[src/rtl/adc_sched_pkg.sv]
// Shared definitions for the ADC sample scheduler: FSM state encoding,
// ADC command op codes and channel addresses.
// Optional build macro used by the scheduler: ADC_SCHED_MINMAX_EN.
package adc_sched_pkg;

    // FSM state encoding; also exported on the debug port of the top level.
    typedef enum logic [3:0] {
        ST_IDLE    = 4'd0,
        ST_ADC_RST = 4'd1,
        ST_ISSUE   = 4'd2,
        ST_WAIT_LO = 4'd3,
        ST_WAIT_HI = 4'd4,
        ST_SEL_A   = 4'd5,
        ST_CAP_A   = 4'd6,
        ST_SEL_B   = 4'd7,
        ST_CAP_B   = 4'd8,
        ST_ACC     = 4'd9,
        ST_GAP     = 4'd10,
        ST_ABORT   = 4'd11,
        ST_DONE    = 4'd12
    } state_t;

    // ADC command op codes (bit0 reset, bit1 convert).
    localparam logic [3:0] OP_NOP  = 4'b0000;
    localparam logic [3:0] OP_RST  = 4'b0001;
    localparam logic [3:0] OP_CONV = 4'b0010;

    // Channel select addresses; only bit0 is decoded by the ADC.
    localparam logic [7:0] CH_A = 8'd0;
    localparam logic [7:0] CH_B = 8'd1;

endpackage

[src/rtl/adc_sample_scheduler_if.sv]
// Command/readback port between the sample scheduler and the dual-channel
// ADC interface.
//
// Handshake: a command is valid for exactly the cycle in which adc_cs=1;
// adc_op and adc_addr are qualified by adc_cs and there is no back-pressure
// on a command. adc_rdy=1 means the ADC is idle; after a convert command it
// falls (possibly one cycle late) and rises again when results are ready.
// adc_data reflects the channel selected by the most recent adc_addr.
interface adc_sample_scheduler_if #(
    parameter int DATA_W = 14
);
    logic              adc_cs;
    logic [3:0]        adc_op;
    logic [7:0]        adc_addr;
    logic              adc_rdy;
    logic [DATA_W-1:0] adc_data;

    // Scheduler side: issues commands, observes ready and readback.
    modport master (
        output adc_cs,
        output adc_op,
        output adc_addr,
        input  adc_rdy,
        input  adc_data
    );

    // ADC side: receives commands, returns ready and readback.
    modport slave (
        input  adc_cs,
        input  adc_op,
        input  adc_addr,
        output adc_rdy,
        output adc_data
    );
endinterface

[src/rtl/adc_sched_watchdog.sv]
// Loadable saturating up-counter with a terminal flag (count >= term).
// Used both as the issue-to-issue period counter and as the conversion
// timeout watchdog.
module adc_sched_watchdog #(
    parameter int W = 16
) (
    input  logic         clk,
    input  logic         rst,
    input  logic         load,
    input  logic [W-1:0] load_val,
    input  logic         inc,
    input  logic [W-1:0] term,
    output logic         tc
);
    localparam logic [W-1:0] CNT_MAX = '1;

    logic [W-1:0] cnt;

    // Load has priority over increment; increment stops at all-ones.
    always_ff @(posedge clk or posedge rst) begin
        if (rst) begin
            cnt <= '0;
        end else if (load) begin
            cnt <= load_val;
        end else if (inc && (cnt != CNT_MAX)) begin
            cnt <= cnt + 1'b1;
        end
    end

    assign tc = (cnt >= term);

endmodule

[src/rtl/adc_sample_scheduler.sv]
// ADC sample scheduler: runs a burst of dual-channel conversions at a fixed
// issue-to-issue period, accumulating channel A and B into per-channel sums.
// Host side is a start/busy/done handshake with sticky fault flags.
// Optional build macro: ADC_SCHED_MINMAX_EN adds per-channel min/max outputs.
module adc_sample_scheduler
    import adc_sched_pkg::*;
#(
    parameter int DATA_W  = 14,
    parameter int CNT_W   = 8,
    parameter int PER_W   = 16,
    parameter int TIMEOUT = 1023
) (
    input  logic                    clk,
    input  logic                    rst,
    input  logic                    start,
    input  logic                    stop,
    input  logic [CNT_W-1:0]        n_samples,
    input  logic [PER_W-1:0]        period,
    output logic                    busy,
    output logic                    done,
    output logic                    timeout_err,
    output logic                    overrun,
    output logic [DATA_W+CNT_W-1:0] sum_a,
    output logic [DATA_W+CNT_W-1:0] sum_b,
    output logic [CNT_W-1:0]        count,
`ifdef ADC_SCHED_MINMAX_EN
    output logic [DATA_W-1:0]       min_a,
    output logic [DATA_W-1:0]       max_a,
    output logic [DATA_W-1:0]       min_b,
    output logic [DATA_W-1:0]       max_b,
`endif
    output state_t                  dbg_state,
    adc_sample_scheduler_if.master  adc
);
    localparam int                WD_W    = $clog2(TIMEOUT + 1);
    localparam logic [WD_W-1:0]   WD_TERM = WD_W'(TIMEOUT);

    state_t                  state;
    logic [CNT_W-1:0]        n_q;
    logic [PER_W-1:0]        period_m1_q;
    logic [DATA_W-1:0]       sample_a;
    logic [DATA_W-1:0]       sample_b;
    logic [DATA_W+CNT_W-1:0] sum_a_q;
    logic [DATA_W+CNT_W-1:0] sum_b_q;
    logic [CNT_W-1:0]        count_q;
    logic                    busy_q;
    logic                    done_q;
    logic                    timeout_q;
    logic                    overrun_q;
    logic                    cs_q;
    logic [3:0]              op_q;
    logic [7:0]              addr_q;
`ifdef ADC_SCHED_MINMAX_EN
    logic [DATA_W-1:0]       min_a_q;
    logic [DATA_W-1:0]       max_a_q;
    logic [DATA_W-1:0]       min_b_q;
    logic [DATA_W-1:0]       max_b_q;
`endif

    logic pc_load;
    logic pc_tc;
    logic wd_load;
    logic wd_inc;
    logic wd_tc;
    logic waiting;
    logic stop_ok;

    assign waiting = (state == ST_WAIT_LO) || (state == ST_WAIT_HI);

    // Both counters restart in the ISSUE cycle. The period counter then
    // holds the number of cycles elapsed since the issue, so GAP leaves when
    // it reaches period-1 and the next ISSUE lands exactly period cycles
    // after the previous one. The watchdog holds the ordinal of the current
    // wait cycle, so its terminal flag fires in wait cycle number TIMEOUT.
    assign pc_load = (state == ST_ISSUE);
    assign wd_load = (state == ST_ISSUE);
    assign wd_inc  = waiting;

    // A stop is honoured anywhere in an active burst except while the burst
    // is already being torn down.
    assign stop_ok = stop && (state != ST_IDLE) && (state != ST_DONE) &&
                     (state != ST_ABORT);

    adc_sched_watchdog #(.W(PER_W)) u_period_cnt (
        .clk      (clk),
        .rst      (rst),
        .load     (pc_load),
        .load_val (PER_W'(1)),
        .inc      (1'b1),
        .term     (period_m1_q),
        .tc       (pc_tc)
    );

    adc_sched_watchdog #(.W(WD_W)) u_timeout_wd (
        .clk      (clk),
        .rst      (rst),
        .load     (wd_load),
        .load_val (WD_W'(1)),
        .inc      (wd_inc),
        .term     (WD_TERM),
        .tc       (wd_tc)
    );

    // Sequencer FSM with registered ADC command and host outputs; a command
    // is driven on the edge that enters its state so it is visible for
    // exactly the cycle spent in that state.
    always_ff @(posedge clk or posedge rst) begin
        if (rst) begin
            state       <= ST_IDLE;
            n_q         <= '0;
            period_m1_q <= '0;
            sample_a    <= '0;
            sample_b    <= '0;
            sum_a_q     <= '0;
            sum_b_q     <= '0;
            count_q     <= '0;
            busy_q      <= 1'b0;
            done_q      <= 1'b0;
            timeout_q   <= 1'b0;
            overrun_q   <= 1'b0;
            cs_q        <= 1'b0;
            op_q        <= OP_NOP;
            addr_q      <= CH_A;
`ifdef ADC_SCHED_MINMAX_EN
            min_a_q     <= '1;
            max_a_q     <= '0;
            min_b_q     <= '1;
            max_b_q     <= '0;
`endif
        end else begin
            cs_q   <= 1'b0;
            op_q   <= OP_NOP;
            done_q <= 1'b0;

            case (state)
                ST_IDLE: begin
                    if (start) begin
                        n_q         <= n_samples;
                        period_m1_q <= (period == '0) ? '0 : period - 1'b1;
                        sum_a_q     <= '0;
                        sum_b_q     <= '0;
                        count_q     <= '0;
                        timeout_q   <= 1'b0;
                        overrun_q   <= 1'b0;
                        busy_q      <= 1'b1;
`ifdef ADC_SCHED_MINMAX_EN
                        min_a_q     <= '1;
                        max_a_q     <= '0;
                        min_b_q     <= '1;
                        max_b_q     <= '0;
`endif
                        state       <= ST_ADC_RST;
                        cs_q        <= 1'b1;
                        op_q        <= OP_RST;
                    end
                end

                ST_ADC_RST: begin
                    if (n_q == '0) begin
                        state <= ST_DONE;
                    end else begin
                        state <= ST_ISSUE;
                        cs_q  <= 1'b1;
                        op_q  <= OP_CONV;
                    end
                end

                ST_ISSUE: begin
                    state <= ST_WAIT_LO;
                end

                // rdy may still read 1 in the cycle after the issue, so a
                // falling edge must be seen before a rising one counts.
                ST_WAIT_LO: begin
                    if (wd_tc) begin
                        timeout_q <= 1'b1;
                        state     <= ST_ABORT;
                        cs_q      <= 1'b1;
                        op_q      <= OP_RST;
                    end else if (!adc.adc_rdy) begin
                        state <= ST_WAIT_HI;
                    end
                end

                ST_WAIT_HI: begin
                    if (wd_tc) begin
                        timeout_q <= 1'b1;
                        state     <= ST_ABORT;
                        cs_q      <= 1'b1;
                        op_q      <= OP_RST;
                    end else if (adc.adc_rdy) begin
                        state  <= ST_SEL_A;
                        cs_q   <= 1'b1;
                        addr_q <= CH_A;
                    end
                end

                ST_SEL_A: begin
                    state <= ST_CAP_A;
                end

                ST_CAP_A: begin
                    sample_a <= adc.adc_data;
                    state    <= ST_SEL_B;
                    cs_q     <= 1'b1;
                    addr_q   <= CH_B;
                end

                ST_SEL_B: begin
                    state <= ST_CAP_B;
                end

                ST_CAP_B: begin
                    sample_b <= adc.adc_data;
                    state    <= ST_ACC;
                end

                // Sums are DATA_W+CNT_W wide, so even a maximum-length burst
                // of full-scale samples cannot wrap.
                ST_ACC: begin
                    sum_a_q <= sum_a_q + {{CNT_W{1'b0}}, sample_a};
                    sum_b_q <= sum_b_q + {{CNT_W{1'b0}}, sample_b};
                    count_q <= count_q + 1'b1;
`ifdef ADC_SCHED_MINMAX_EN
                    if (sample_a < min_a_q) min_a_q <= sample_a;
                    if (sample_a > max_a_q) max_a_q <= sample_a;
                    if (sample_b < min_b_q) min_b_q <= sample_b;
                    if (sample_b > max_b_q) max_b_q <= sample_b;
`endif
                    if ((count_q + 1'b1) == n_q) begin
                        state <= ST_DONE;
                    end else begin
                        // The period counter will be one higher in GAP;
                        // already at the limit here means GAP is entered
                        // beyond the requested period.
                        if (pc_tc) begin
                            overrun_q <= 1'b1;
                        end
                        state <= ST_GAP;
                    end
                end

                ST_GAP: begin
                    if (pc_tc) begin
                        state <= ST_ISSUE;
                        cs_q  <= 1'b1;
                        op_q  <= OP_CONV;
                    end
                end

                ST_ABORT: begin
                    state <= ST_DONE;
                end

                ST_DONE: begin
                    done_q <= 1'b1;
                    busy_q <= 1'b0;
                    state  <= ST_IDLE;
                end

                default: begin
                    state <= ST_IDLE;
                end
            endcase

            // Host abort overrides whatever transition the state chose; the
            // address is left untouched so it still holds its last value.
            if (stop_ok) begin
                state  <= ST_ABORT;
                cs_q   <= 1'b1;
                op_q   <= OP_RST;
                addr_q <= addr_q;
            end
        end
    end

    // Output mapping.
    assign busy        = busy_q;
    assign done        = done_q;
    assign timeout_err = timeout_q;
    assign overrun     = overrun_q;
    assign sum_a       = sum_a_q;
    assign sum_b       = sum_b_q;
    assign count       = count_q;
    assign dbg_state   = state;
    assign adc.adc_cs   = cs_q;
    assign adc.adc_op   = op_q;
    assign adc.adc_addr = addr_q;
`ifdef ADC_SCHED_MINMAX_EN
    assign min_a = min_a_q;
    assign max_a = max_a_q;
    assign min_b = min_b_q;
    assign max_b = max_b_q;
`endif

endmodule

[src/flat_wrapper.sv]
// flat-port wrapper written by rule: the top's interface ports become plain ports
module adc_sample_scheduler_flat import adc_sched_pkg::*;
#(
    parameter int DATA_W  = 14,
    parameter int CNT_W   = 8,
    parameter int PER_W   = 16,
    parameter int TIMEOUT = 1023
)
  (clk, rst, start, stop, n_samples, period, busy, done, timeout_err, overrun, sum_a, sum_b, count, dbg_state, adc_adc_cs, adc_adc_op, adc_adc_addr, adc_adc_rdy, adc_adc_data);
  adc_sample_scheduler_if #(.DATA_W(DATA_W)) adc_i ();
  input  logic clk;
  input  logic rst;
  input  logic start;
  input  logic stop;
  input  logic [CNT_W-1:0] n_samples;
  input  logic [PER_W-1:0] period;
  output logic busy;
  output logic done;
  output logic timeout_err;
  output logic overrun;
  output logic [DATA_W+CNT_W-1:0] sum_a;
  output logic [DATA_W+CNT_W-1:0] sum_b;
  output logic [CNT_W-1:0] count;
  output state_t dbg_state;
  output wire logic [$bits(adc_i.adc_cs)-1:0] adc_adc_cs;
  output wire logic [$bits(adc_i.adc_op)-1:0] adc_adc_op;
  output wire logic [$bits(adc_i.adc_addr)-1:0] adc_adc_addr;
  input wire logic [$bits(adc_i.adc_rdy)-1:0] adc_adc_rdy;
  input wire logic [$bits(adc_i.adc_data)-1:0] adc_adc_data;
  assign adc_adc_cs = adc_i.adc_cs;
  assign adc_adc_op = adc_i.adc_op;
  assign adc_adc_addr = adc_i.adc_addr;
  assign adc_i.adc_rdy = adc_adc_rdy;
  assign adc_i.adc_data = adc_adc_data;
  adc_sample_scheduler #(.DATA_W(DATA_W), .CNT_W(CNT_W), .PER_W(PER_W), .TIMEOUT(TIMEOUT)) u_core (.clk(clk), .rst(rst), .start(start), .stop(stop), .n_samples(n_samples), .period(period), .busy(busy), .done(done), .timeout_err(timeout_err), .overrun(overrun), .sum_a(sum_a), .sum_b(sum_b), .count(count), .dbg_state(dbg_state), .adc(adc_i));
endmodule
[config.mk]
export PLATFORM = sky130hd
export DESIGN_NAME = adc_sample_scheduler_flat
export DESIGN_NICKNAME = d
export VERILOG_FILES = /design/src/rtl/adc_sched_pkg.sv /design/src/rtl/adc_sample_scheduler_if.sv /design/src/rtl/adc_sched_watchdog.sv /design/src/rtl/adc_sample_scheduler.sv /design/src/flat_wrapper.sv
export SDC_FILE = /design/constraint.sdc
export NUM_CORES = 1
export LEC_CHECK = 0
export ABC_CLOCK_PERIOD_IN_PS = 4300
export BUFFER_PORTS_ARGS = -buffer_cell sky130_fd_sc_hd__buf_2
export CORE_ASPECT_RATIO = 0.7
export CORE_MARGIN = 2
export CORE_UTILIZATION = 53
export DETAILED_ROUTE_END_ITERATION = 7
export GPL_TIMING_DRIVEN = 0
export PLACE_DENSITY = 0.88
export SLEW_MARGIN = 10
export SYNTH_ARGS = -nofsm -noshare
export SYNTH_HDL_FRONTEND = slang
export SYNTH_SLANG_ARGS = --single-unit
[constraint.sdc]
create_clock -name clk -period 4.3 [get_ports clk]
set_input_delay 0.43 -clock clk [delete_from_list [all_inputs] [get_ports clk]]
set_output_delay 0.43 -clock clk [all_outputs]
set_load 0.02 [all_outputs]
==> out/summary.txt <==
CP max stage delay = 0.80 ns
Critical Path Start Type = register
buffer count from post-CTS setup fixing = 0
Crit Path Class = reg2reg
number of global-route vias before repair = 7198
power density over the cells = 753.6 mW/mm2
fin area = 0.009915 mm2
leakage power = 4.696 nW
Slowest-stage cell, CP = a31oi_1
CTS-repair resized insts = 0
fmax = 311.4 MHz
Synth Register Bits = 142
Seq/Total Area, Yosys = 0.4183
DIE AREA = 0.01707 mm2
CTS root buffer = clkbuf_16
P&R area growth vs syn = 16.72%
fin nets = 1130
initial drt markers = 895
Mapped Area = 0.008494 mm2
EDFF count, synth = 0
Period minus WS final = 3.211 ns
area share of the largest cell type after synthesis = 0.4183
first-pass GRT wire length = 37690 um
CP Cell Sequence = ha_1, fa_1, a21o_1, a21oi_1, o21ai_0, a31oi_1, nor4_1, a211o_1
setup tns final = 0 ns
via/cell ratio = 6.183
worst-margin pin slew = 1.048 ns
Starting Density = 0.5447
via count = 7717
Die Height = 109.9 um
row cnt = 38
core area = 0.01560 mm2
Post-synth top cells = dfrtp_1 (142), nand2_1 (100), o21ai_0 (73)
dpl cell area = 0.009338 mm2
largest net degree at the start of global routing = 75
drt first pass iters = 8
final critical-path share of the clock period = 0.7467
Cells after Synth = 903
Critical Path Fanout Max = 10
share of cells above drive strength 1 = 0.1823
synth warn = 0
GP Congestion = 0.9481
# diodes = 0
VDD IR-drop max = 0.2973 mV
Max-Cap Viols = 0
Final ANT Viol Nets = 0
Max transition margin = 0.2983
Synth cell types = 71
worst hold path class = in2async
# hold bufs at CTS = 0
DRC Markers = 2
WL final = 23480 um
most frequent cell after synthesis = dfrtp_1
htree depth = 4
delay-heaviest family, CP = compound AO/OA/AOI/OAI gates
async set-reset flop share out of synthesis = 1.000
worst skew pair latency = 0.43 ns
status = finished, violations left
clock slew at reported path FFs = 0.06 ns
I/O pins = 116
post-DP HPWL = 16680 um
Required @ worst endpoint = 4.60 ns
Syn Area/Cell = 9.407 um2
remaining global-route overflow = 0
Final Hold Vio Count = 0
port bufs = 106
clock skew = 0.01355 ns
Arr. time, crit path = 3.51 ns
RSZ-0062 raised after global routing = false
Crit path buffers/inverters = 0
area leader, netlist = dfrtp_1
final setup vio count = 0
Inserted Clock Buffers = 17
Worst setup EP type = register
maximum clock insertion buffer count = 2
failing checks = DRC
Pins Over Slew Limit = 0
Area contributors post-synth = dfrtp_1 (42%), ha_1 (7.1%), nand2_1 (4.4%), o21ai_0 (4.3%), mux2_2 (3.7%)
CTS tree = yes
CTS sink cnt = 142
Die Wd = 155.3 um
DR WL/cell = 18.81 um
ys flop type = dfrtp_1
antenna violations before repair = 0
Overall Global Routing Usage = 0.2838
-- cell usage in the layout (no fill, tap or decap), types with 9 or more instances in the layout --
| cell type | n |
|---|---|
| nand3_1 | 45 |
| mux2i_1 | 16 |
| inv_1 | 28 |
| a21oi_1 | 39 |
| buf_2 | 107 |
| dfrtp_1 | 142 |
| xnor2_1 | 29 |
| buf_4 | 10 |
| o21ai_0 | 73 |
| and3_1 | 15 |
| nor3_1 | 23 |
| nor2_1 | 46 |
| ha_1 | 48 |
| clkbuf_16 | 17 |
| conb_1 | 9 |
| nand2_1 | 100 |
| nor4_1 | 9 |
| o22ai_1 | 10 |
| nand4_1 | 17 |
| xor2_1 | 26 |
| mux2_2 | 28 |
| nand2b_1 | 10 |
| clkbuf_1 | 31 |
| a21o_1 | 17 |
-- sequential cells by signal, indices dropped and copies added, names as in the netlist, 2 cells and up --
| signal | flops |
|---|---|
| u_core.u_timeout_wd.cnt | 10 |
| u_core.period_m1_q | 16 |
| u_core.sum_b | 22 |
| u_core.u_period_cnt.cnt | 16 |
| u_core.adc.adc_op | 2 |
| u_core.n_q | 8 |
| u_core.dbg_state | 4 |
| u_core.sample_b | 14 |
| u_core.sum_a | 22 |
| u_core.sample_a | 14 |
| u_core.count | 8 |
-- cells by family (layout without fill, tap and decap cells) --
logic type / count (synthesis) / count (layout) / share of synthesized area
AOI/OAI and AO/OA: 216 / 216 / 0.1616
xor gates and xnor gates: 55 / 55 / 0.05671
adders and majority gates: 50 / 50 / 0.07542
buffers and inverters: 76 / 213 / 0.03844
DFF: 142 / 142 / 0.4183
muxes: 44 / 44 / 0.05597
other: 1 / 9 / 0.0004415
and+or+nand+nor: 319 / 319 / 0.1931
-- area by class of cell --
cell class	count	area [um2]
Fill cell	1235	5680
Multi-Input combinational cell	693	4644
Sequential cell	142	3553
Timing Repair Buffer	107	558.0
Clock buffer	19	432.9
Tap cell	200	250.2
Buffer	47	217.7
Clock inverter	11	143.9
Inverter	29	113.9
-- stage by stage --
step | util | std cells | total power [mW] | worst slack (ns) | hold WS (ns)
after floorplan | - | 911 | 4.810 | 0.06043 | 0.4485
after global placement | 0.5967 | 1217 | 5.660 | -1.501 | 0.4595
after detailed placement | 0.5988 | 1218 | 5.810 | 1.295 | 0.4691
after CTS | 0.6358 | 1248 | 7.375 | 1.207 | 0.1533
after global routing | 0.6358 | 1248 | 7.934 | 1.058 | 0.1898
final | 0.6358 | 1248 | 7.472 | 1.089 | 0.1257
-- metal layers --
layer  track usage  part of all wire
met5             0                 0
met4        0.1022             0.019
met3       0.06622              0.10
met2        0.4254              0.43
met1        0.4052              0.45
-- final timing paths --
check	slack (ns)	cells past startpoint	endpoint	start
hold / removal	0.13	2	u_core.sum_b[21]$_DFFE_PP0P_	rst
min in group clk	0.19	3	u_core.n_q[4]$_DFFE_PP0P_	n_samples[4]
setup reg to reg	1.09	8	u_core.sum_b[14]$_DFFE_PP0P_	u_core.sum_b[0]$_DFFE_PP0P_
max in group asynchronous	3.39	3	u_core.n_q[4]$_DFFE_PP0P_	rst
hold reg to reg	0.47	1	u_core.sum_a[21]$_DFFE_PP0P_	u_core.sum_a[21]$_DFFE_PP0P_
setup / recovery	1.09	8	u_core.sum_b[14]$_DFFE_PP0P_	u_core.sum_b[0]$_DFFE_PP0P_
-- power breakdown --
part	internal (mW)	total [mW]	switching [mW]
logic	1.43	3.69	2.25
clock network	0.904	1.49	0.587
registers	1.84	2.30	0.454
Note: power is estimated with default switching activity, not from simulation.
